===== config.mk =====
export PLATFORM = sky130hd
export DESIGN_NAME = branch_resolve
export DESIGN_NICKNAME = d
export VERILOG_FILES = /design/src/rtl/branch_resolve_pkg.sv /design/src/rtl/branch_cond.sv /design/src/rtl/branch_resolve.sv
export SDC_FILE = /design/constraint.sdc
export NUM_CORES = 1
export LEC_CHECK = 0
export BUFFER_PORTS_ARGS = -buffer_cell sky130_fd_sc_hd__buf_4
export CORE_MARGIN = 1
export CORE_UTILIZATION = 47
export CTS_BUF_LIST = sky130_fd_sc_hd__clkbuf_8
export DETAILED_ROUTE_END_ITERATION = 7
export PLACE_DENSITY = 0.93
export SLEW_MARGIN = 15
export SYNTH_ARGS = -nofsm -noshare
export SYNTH_HDL_FRONTEND = slang
export SYNTH_SLANG_ARGS = --single-unit

===== constraint.sdc =====
create_clock -name clk -period 2.2 [get_ports clk]
set_clock_uncertainty 0.05 [all_clocks]
set_input_delay 0.11 -clock clk [delete_from_list [all_inputs] [get_ports clk]]
set_output_delay 0.11 -clock clk [all_outputs]
set_load 0.1 [all_outputs]

===== src/rtl/branch_resolve_pkg.sv =====
// ---------------------------------------------------------------------------
// branch_resolve_pkg
// Shared constants and types for branch resolution in the execute stage.
//   OP_B / OP_BR      : branch opcodes (PC-relative / register target)
//   CC_*              : branch condition field encodings
//   state_t           : redirect/flush sequencer states
//   N_IDX/V_IDX/Z_IDX : bit positions inside the {N,V,Z} flag vector
// ---------------------------------------------------------------------------
package branch_resolve_pkg;

   localparam logic [3:0] OP_B  = 4'b1100;
   localparam logic [3:0] OP_BR = 4'b1101;

   localparam logic [2:0] CC_NE     = 3'b000;
   localparam logic [2:0] CC_EQ     = 3'b001;
   localparam logic [2:0] CC_GT     = 3'b010;
   localparam logic [2:0] CC_LT     = 3'b011;
   localparam logic [2:0] CC_GTE    = 3'b100;
   localparam logic [2:0] CC_LTE    = 3'b101;
   localparam logic [2:0] CC_OVFL   = 3'b110;
   localparam logic [2:0] CC_UNCOND = 3'b111;

   localparam int N_IDX = 2;
   localparam int V_IDX = 1;
   localparam int Z_IDX = 0;

   typedef enum logic [1:0] {
      IDLE     = 2'd0,
      REDIRECT = 2'd1,
      FLUSH    = 2'd2
   } state_t;

endpackage


===== src/rtl/branch_cond.sv =====
// ---------------------------------------------------------------------------
// branch_cond
// Purely combinational branch condition evaluator; also used by the hazard
// unit, so it carries no state and no pipeline knowledge.
//   ccc  : condition field
//   nvz  : flags {N,V,Z}
//   cond : 1 when the selected condition holds
// ---------------------------------------------------------------------------
module branch_cond
   import branch_resolve_pkg::*;
(
   input  logic [2:0] ccc,
   input  logic [2:0] nvz,
   output logic       cond
);

   logic n, v, z;

   assign n = nvz[N_IDX];
   assign v = nvz[V_IDX];
   assign z = nvz[Z_IDX];

   always_comb begin
      cond = 1'b0;
      case (ccc)
         CC_NE:     cond = ~z;
         CC_EQ:     cond = z;
         CC_GT:     cond = ~z & ~n;
         CC_LT:     cond = n;
         CC_GTE:    cond = z | (~z & ~n);
         CC_LTE:    cond = n | z;
         CC_OVFL:   cond = v;
         CC_UNCOND: cond = 1'b1;
         default:   cond = 1'b0;
      endcase
   end

endmodule


===== src/rtl/branch_resolve.sv =====
// ---------------------------------------------------------------------------
// branch_resolve
// Resolves B/BR in the execute stage, drives a registered PC redirect and
// then holds flush for FLUSH_CYCLES cycles in total (redirect cycle included).
// Optional saturating statistics counters: define BRANCH_STATS_EN.
//   clk, rst        : clock, asynchronous active-high reset
//   stall           : freezes sequencer, counters and registered outputs
//   inst_valid, opcode, ccc, imm9, pc_plus2, rs_data, NVZ : execute slot
//   taken           : combinational, live branch with true condition (IDLE)
//   redirect_valid, redirect_pc : registered PC load request and target
//   flush           : registered squash of fetch/decode
//   busy            : sequencer not IDLE
//   br_count, tk_count : resolved / taken branch counters (0 when disabled)
// ---------------------------------------------------------------------------
module branch_resolve
   import branch_resolve_pkg::*;
#(
   parameter int FLUSH_CYCLES = 2,
   parameter int PC_W         = 16
)
(
   input  logic            clk,
   input  logic            rst,
   input  logic            stall,
   input  logic            inst_valid,
   input  logic [3:0]      opcode,
   input  logic [2:0]      ccc,
   input  logic [8:0]      imm9,
   input  logic [PC_W-1:0] pc_plus2,
   input  logic [PC_W-1:0] rs_data,
   input  logic [2:0]      NVZ,
   output logic            taken,
   output logic            redirect_valid,
   output logic [PC_W-1:0] redirect_pc,
   output logic            flush,
   output logic            busy,
   output logic [15:0]     br_count,
   output logic [15:0]     tk_count
);

   localparam logic [2:0] CNT_INIT = 3'(FLUSH_CYCLES - 1);

   state_t          state_reg, state_next;
   logic [2:0]      cnt_reg, cnt_next;
   logic            redirect_valid_reg, redirect_valid_next;
   logic            flush_reg, flush_next;
   logic [PC_W-1:0] redirect_pc_reg, redirect_pc_next;

   logic            is_br, cond;
   logic [PC_W-1:0] imm_sx, b_offset, target;

   branch_cond u_cond (
      .ccc  (ccc),
      .nvz  (NVZ),
      .cond (cond)
   );

   assign is_br = inst_valid && ((opcode == OP_B) || (opcode == OP_BR));
   // Wrong-path instructions arrive while redirecting/flushing: never taken.
   assign taken = is_br && cond && (state_reg == IDLE);

   // Word offset: sign-extend then scale to bytes; the sum wraps silently.
   assign imm_sx   = {{(PC_W-9){imm9[8]}}, imm9};
   assign b_offset = {imm_sx[PC_W-2:0], 1'b0};
   assign target   = (opcode == OP_BR) ? rs_data : (pc_plus2 + b_offset);

   always_comb begin
      state_next          = state_reg;
      cnt_next            = cnt_reg;
      redirect_valid_next = redirect_valid_reg;
      flush_next          = flush_reg;
      redirect_pc_next    = redirect_pc_reg;
      if (!stall) begin
         case (state_reg)
            IDLE: begin
               if (taken) begin
                  state_next          = REDIRECT;
                  redirect_valid_next = 1'b1;
                  flush_next          = 1'b1;
                  redirect_pc_next    = target;
               end
            end
            REDIRECT: begin
               redirect_valid_next = 1'b0;
               if (FLUSH_CYCLES <= 1) begin
                  state_next = IDLE;
                  flush_next = 1'b0;
                  cnt_next   = 3'd0;
               end else begin
                  state_next = FLUSH;
                  cnt_next   = CNT_INIT;
               end
            end
            FLUSH: begin
               // Counter holds the flush cycles still owed, including this
               // one; the sequencer leaves as the count reaches zero.
               if (cnt_reg <= 3'd1) begin
                  state_next = IDLE;
                  flush_next = 1'b0;
                  cnt_next   = 3'd0;
               end else begin
                  cnt_next = cnt_reg - 3'd1;
               end
            end
            default: begin
               state_next          = IDLE;
               redirect_valid_next = 1'b0;
               flush_next          = 1'b0;
               cnt_next            = 3'd0;
            end
         endcase
      end
   end

   always_ff @(posedge clk or posedge rst) begin
      if (rst) begin
         state_reg          <= IDLE;
         cnt_reg            <= 3'd0;
         redirect_valid_reg <= 1'b0;
         flush_reg          <= 1'b0;
         redirect_pc_reg    <= '0;
      end else begin
         state_reg          <= state_next;
         cnt_reg            <= cnt_next;
         redirect_valid_reg <= redirect_valid_next;
         flush_reg          <= flush_next;
         redirect_pc_reg    <= redirect_pc_next;
      end
   end

   assign redirect_valid = redirect_valid_reg;
   assign redirect_pc    = redirect_pc_reg;
   assign flush          = flush_reg;
   assign busy           = (state_reg != IDLE);

`ifdef BRANCH_STATS_EN
   logic [15:0] br_count_reg, tk_count_reg;
   logic        count_en;

   assign count_en = is_br && !stall && (state_reg == IDLE);

   always_ff @(posedge clk or posedge rst) begin
      if (rst) begin
         br_count_reg <= 16'd0;
         tk_count_reg <= 16'd0;
      end else if (count_en) begin
         if (br_count_reg != 16'hFFFF)
            br_count_reg <= br_count_reg + 16'd1;
         if (taken && (tk_count_reg != 16'hFFFF))
            tk_count_reg <= tk_count_reg + 16'd1;
      end
   end

   assign br_count = br_count_reg;
   assign tk_count = tk_count_reg;
`else
   assign br_count = 16'd0;
   assign tk_count = 16'd0;
`endif

endmodule


# --- Yosys cells after proc, flatten, opt, wreduce, memory -nomap -nowiden ---
# Index checks and enable logic that the tools add are counted.
classes:
  add_sub_neg: 2
  mul: 0
  n_div: 0
  magnitude_cmp: 1
  eq_ne: 13
  n_shift: 0
  n_mux: 11
  bitwise: 9
  n_reduce_logical: 12
op_table:
  columns: ["operator", "n"]
  rows:
  - ["$add 16x16->16", 1]
  - ["$mux 16", 1]
  - ["$eq 3x3->1 const B", 4]
  - ["$pmux 3 s3", 1]
  - ["$reduce_and 3->1", 3]
  - ["$eq 4x4->1 const B", 2]
  - ["$pmux 1 s8", 1]
  - ["$eq 3x2->1 const B", 2]
  - ["$not 1->1", 6]
  - ["$pmux 2 s3", 1]
  - ["$mux 2", 2]
  - ["$ne 2x2->1 const B", 2]
  - ["$reduce_and 4->1", 1]
  - ["$eq 3x1->1 const B", 1]
  - ["$le 3x1->1 const B", 1]
  - ["$logic_and 1x1->1", 3]
  - ["$logic_not 3->1", 1]
  - ["$mux 3", 1]
  - ["$pmux 1 s3", 1]
  - ["$sub 3x1->3 const B", 1]
  - ["$eq 2x1->1 const B", 1]
  - ["$eq 2x2->1 const B", 1]
  - ["$logic_not 2->1", 1]
  - ["$mux 1", 2]
  - ["other kinds (6)", 7]
totals:
  register_bits: 23
  latch_bits: 0
  ram_bits: 0
  romBits: 0
  inputBits: 55
  output_inout_bits: 52
  elab_cells: 53
  n_memories: 0

# --- Logic depth before layout (Yosys ltp) ---
logic_depth:
  depth_word: 8
  ltp_mapped: 10
  ltp_nobuf: 10

# --- Hierarchy ---
# From an unflattened synthesis, not the netlist that was laid out.
hier_totals:
  cells_unflattened: 258
  hier_area_um2: 2133.3
modules_own_cells:
  columns: ["mod", "n_inst", "cells_per_inst", "area_per_inst_um2", "seq_area_each_um2"]
  rows:
  - ["branch_resolve", 1, 247, 2057.0, 575.6]
  - ["branch_cond", 1, 11, 76.3, 0.0]

# --- Worst setup path before layout ---
# Ideal clock, no wire load.
synth_timing:
  path_kind: "register to output"
  start: "register state_reg[0]"
  end: "output port taken"
  t_arrival_ns: 2.467
  t_required_ns: 2.040
  slack_ns: -0.427
  stages_incl_launch_ff: 5
  path_buffers: 0
  path_cell_list: "dfrtp_1 > inv_1 > ha_1 > inv_1 > nor2_1"
synth_between:
  elab_chain_len: 2
synth_rtl:
  columns: ["item", "line_no", "source"]
  rows:
  - ["start, declared", "branch_resolve.sv:43", "state_t state_reg, state_next;"]
  - ["start signal, assigned", "branch_resolve.sv:123", "state_reg <= state_next;"]
  - ["$logic_not 2->1", "branch_resolve.sv:60", "assign taken = is_br && cond && (state_reg == IDLE);"]
  - ["$logic_and 1x1->1", "branch_resolve.sv:60", null]
  - ["end, declared", "branch_resolve.sv:32", "output logic taken,"]
# Every way passes these cells.

# --- Worst setup path after layout ---
layout_timing:
  start: "register state_reg[1]"
  end: "register redirect_pc_reg[12] (netlist: redirect_pc[12])"
layout_between:
  elab_chain_len: 3
layout_rtl:
  columns: ["item", "line_no", "source"]
  rows:
  - ["$logic_not 2->1 (*)", "branch_resolve.sv:60, branch_resolve.sv:74", null]
  - ["$logic_and 1x1->1", "branch_resolve.sv:60", null]
  - ["$reduce_and 3->1 (no source line) (*)", null, null]
  - ["end signal, assigned", "branch_resolve.sv:127", "redirect_pc_reg <= redirect_pc_next;"]
  - ["end, declared", "branch_resolve.sv:47", "logic [PC_W-1:0] redirect_pc_reg, redirect_pc_next;"]
# Every way passes the cells marked *; elsewhere a longest branch is shown, timed or not.
# A chain may end at the register's enable or synchronous reset.

==> metrics list <==
- The run finished, with violations left.
* Violations in the final reports: negative hold slack
* Placed Instance Area: 2590 um^2
* Nature of the critical path startpoint: register
- The die is 68.5 um wide.
- For the worst setup path, the data required time is 2.29 ns.
- Final Util: 0.641
- Before antenna repair, the detailed router went through 4 iterations.
- Post-route cell area: 2640 um^2
- The clock reaches the later pin of the worst-skew pair after 0.26 ns.
- Max-cap violations: 0
- The max-slew violation count came to 0.
- Top-area cell type share of the netlist area: 0.277
* Final cycle utilization of the critical path: 0.940
* Layout cell share with drive strength beyond 1: 0.281
* Number of vias in the routed layout: 1987
- Number of buffers created by CTS: 3
* Buffers on Ports: 74
- IO Count: 107
- Count of unique library cells instantiated by Yosys: 50
* Crit path time final: 2.07 ns
- Initial core utilization: 0.505
* RSZ-0062 raised after global routing: false
* Final Net Count: 403
- Antenna Violating Nets Remaining: 0
* Number of design rule violations left after detail routing: 0
- Drt initial violations: 95
- In this run the worst path has a maximum fanout of 9.
- Mapped Avg Cell Area: 8.24 um^2
- Hold repair after CTS inserted 0 buffers.
* Leakage component of the power: 1.33 nW
- Dividing the detail-routed via count by the number of cells gives 5.27.
- For this run, the leading register cell type out of synthesis is dfrtp_1.
* Estimated wirelength of the detail-placed design: 4.34 mm
* Worst slew slack as a fraction of its limit: 0.415
- Final WS setup: 0.133 ns
* Grt ovf: 0
* Antenna cells: 0
* Cell Count Post-Placement: 373
- Worst hold margin: -0.0211 ns
- The worst setup path is of the register to register kind.
- Dividing total power by cell area gives a power density of 1340 nW/um^2.
* Setup repair bufs after CTS: 0
- Vias in the first global route: 1913
- CTS built an H-tree with a depth of 1.
- The core region is 4120 um^2.
- In the synthesized netlist the async set-or-reset flop fraction comes to 1.00.
* Maximum root-to-sink buffer count: 2
* Synthesized cell area: 2080 um^2
- Synthesis-to-finish area growth: 27.0%
- After technology mapping, the gate count stands at 252.
- Slew at the pin closest to its max-slew limit: 0.877 ns
* Global-route wire length before repair: 8.17 mm
- Final standard cell count with taps included and fillers excluded: 377
- CTS tree: built
- Row generation in the floorplan step produced 23 rows.
- Path class of the lowest-slack min-delay path: input port to asynchronous set/reset pin
* Part of the Yosys area used for sequential elements: 0.277
* Number of flops mapped to enable cells by yosys: 0
- Weighted congestion reported at the end of routability-driven placement: 0.888
- Critical Path, Cell by Cell: inv_2 -> ha_4 -> clkinvlp_4 -> or4_4 -> or3_1 -> o21ai_1 -> nor2_1
- The number of antenna violations at the first check in global routing came to 0.
* Placement Setup Slack: 0.0115 ns
- Largest register FFs: 16
- Final setup violating endpoints: 0
* Worst-case vdd ir drop: 0.699 mV
* Global routing usage summed across all routing layers: 0.237
- In this design, the stage delay of the slowest critical-path cell is 0.60 ns.
- By area the synthesized netlist is led by dfrtp_1, buf_4, ha_1.
- The floorplan step set the die height to 68.5 um.
- The Yosys step of the flow raised 0 warnings.
- Clock-pin slew was measured on the worst setup and hold paths at 0.08 ns.
* Capturing element type of the critical path: register
* Wire length after detailed routing: 5.21 mm
- Summed over all instances, the cell type with the most area after synthesis is dfrtp_1.
- Cell with the largest stage delay on the worst path: or4_4
* Critical path data arrival time: 2.16 ns
- The die covers 4690 um^2.
* Cell at the root of the clock tree: clkbuf_8
- Synthesis inferred 23 register bits.
- Largest net degree at the start of global routing: 24
- Static timing analysis puts the maximum clock frequency at 484 MHz.
* Hold Vio Cnt, Final: 23
- The tree built by TritonCTS fans out to 23 sinks.
- Wire length per cell after detailed routing: 13.8 um
==> routing by layer <==
metal	wire (um)	global-route usage
met2	2690	0.446
met4	133	0.0964
met1	2050	0.262
met3	340	0.0317
met5	0	0
==> what timing repair did <==
action | 4_1_cts | 5_1_grt
setup endpoints to repair | 0 | 1
endpoints found under the hold margin | 0 | 0
gates resized for setup | 0 | 1
==> area by class of cell <==
cell class | count | area (um^2)
flip-flops and latches | 23 | 576
repair buffers | 79 | 593
fillers | 369 | 1480
multi-input cells | 212 | 1330
well taps | 50 | 62.6
inverters | 9 | 37.5
clock buffers | 3 | 41.3
clock inverters | 1 | 3.75
==> Yosys cell counts (2+ instances only) <==
cell and n:
inv_1 9, o21ai_0 19, nand4b_1 2, clkbuf_1 5
o211ai_1 2, nor3_1 3, nor2_1 21, and2_1 2
o2bb2ai_1 2, o21a_1 2, nor3b_1 2, xnor2_1 8
nand3_1 4, nand3b_1 3, dfrtp_1 23, nand2b_1 6
nor2b_1 4, o21ai_1 2, nand2_1 28, buf_4 32
a31oi_1 2, mux2_2 2, xor2_1 3, a21o_1 6
ha_1 19, a21oi_1 17
==> worst max-delay path: cells and delay by family (launching register included) <==
family / cells / cell delay [ns]
DFF: 1 / 0.41
AOI/OAI and AO/OA: 1 / 0.09
buffers and inverters: 2 / 0.20
and+or+nand+nor: 3 / 1.03
adders and majority gates: 1 / 0.16
==> cells by family (layout without fill, tap and decap cells) <==
group           after synthesis  after routing  share of synthesized area
mux                           3              3                     0.0157
xor+xnor                     11             11                     0.0464
flops                        23             23                      0.277
other cells                   1             32                    0.00181
simple gates                 80             80                      0.186
compound gates               66             66                      0.201
buf+inv                      48             92                      0.149
fa+ha+maj                    20             20                      0.124
==> through the flow <==
step / total power, mW / setup TNS, ns
after global placement: 3.22 / -0.00887
after detailed placement: 3.27 / 0
after CTS: 3.53 / 0
after floorplan: 2.78 / -2.03
final: 3.53 / 0
after global routing: 3.68 / 0
==> power by group <==
part	total (mW)	internal, mW	switching [mW]
sequential	0.717	0.603	0.113
combinational	2.55	0.581	1.97
clock	0.259	0.125	0.135
total	3.53	1.31	2.22
==> cell usage in the layout (no fill, tap or decap), types with 2 or more instances in the layout <==
master,count
and2_1,2
buf_4,79
a21oi_1,17
nor2_1,20
o21a_1,2
clkbuf_8,3
xnor2_1,8
a21o_1,6
nor3b_1,2
nand3b_1,3
ha_1,18
o211ai_1,2
nand4b_1,2
nand2b_1,6
a31oi_1,2
mux2_2,2
dfrtp_1,23
inv_1,7
xor2_1,3
nand3_1,4
nor2b_1,4
nor3_1,3
o21ai_1,3
o21ai_0,18
o2bb2ai_1,2
inv_2,2
nand2_1,28
conb_1,32
==> path summary, 6_finish.rpt <==
check / slack, ns / start / cells after the start / end
worst max-delay path: 0.13 / state_reg[1] / 7 / redirect_pc[12]
worst min-delay path: -0.02 / rst / 2 / redirect_pc[12]
worst max register to register: 0.13 / state_reg[1] / 7 / redirect_pc[12]
worst min register to register: 0.44 / redirect_pc[8] / 2 / redirect_pc[8]
max in group asynchronous: 1.58 / rst / 2 / redirect_pc[8]
min in group clk: 0.05 / rs_data[1] / 3 / redirect_pc[1]
No activity file was read; power rests on OpenSTA's default activity.
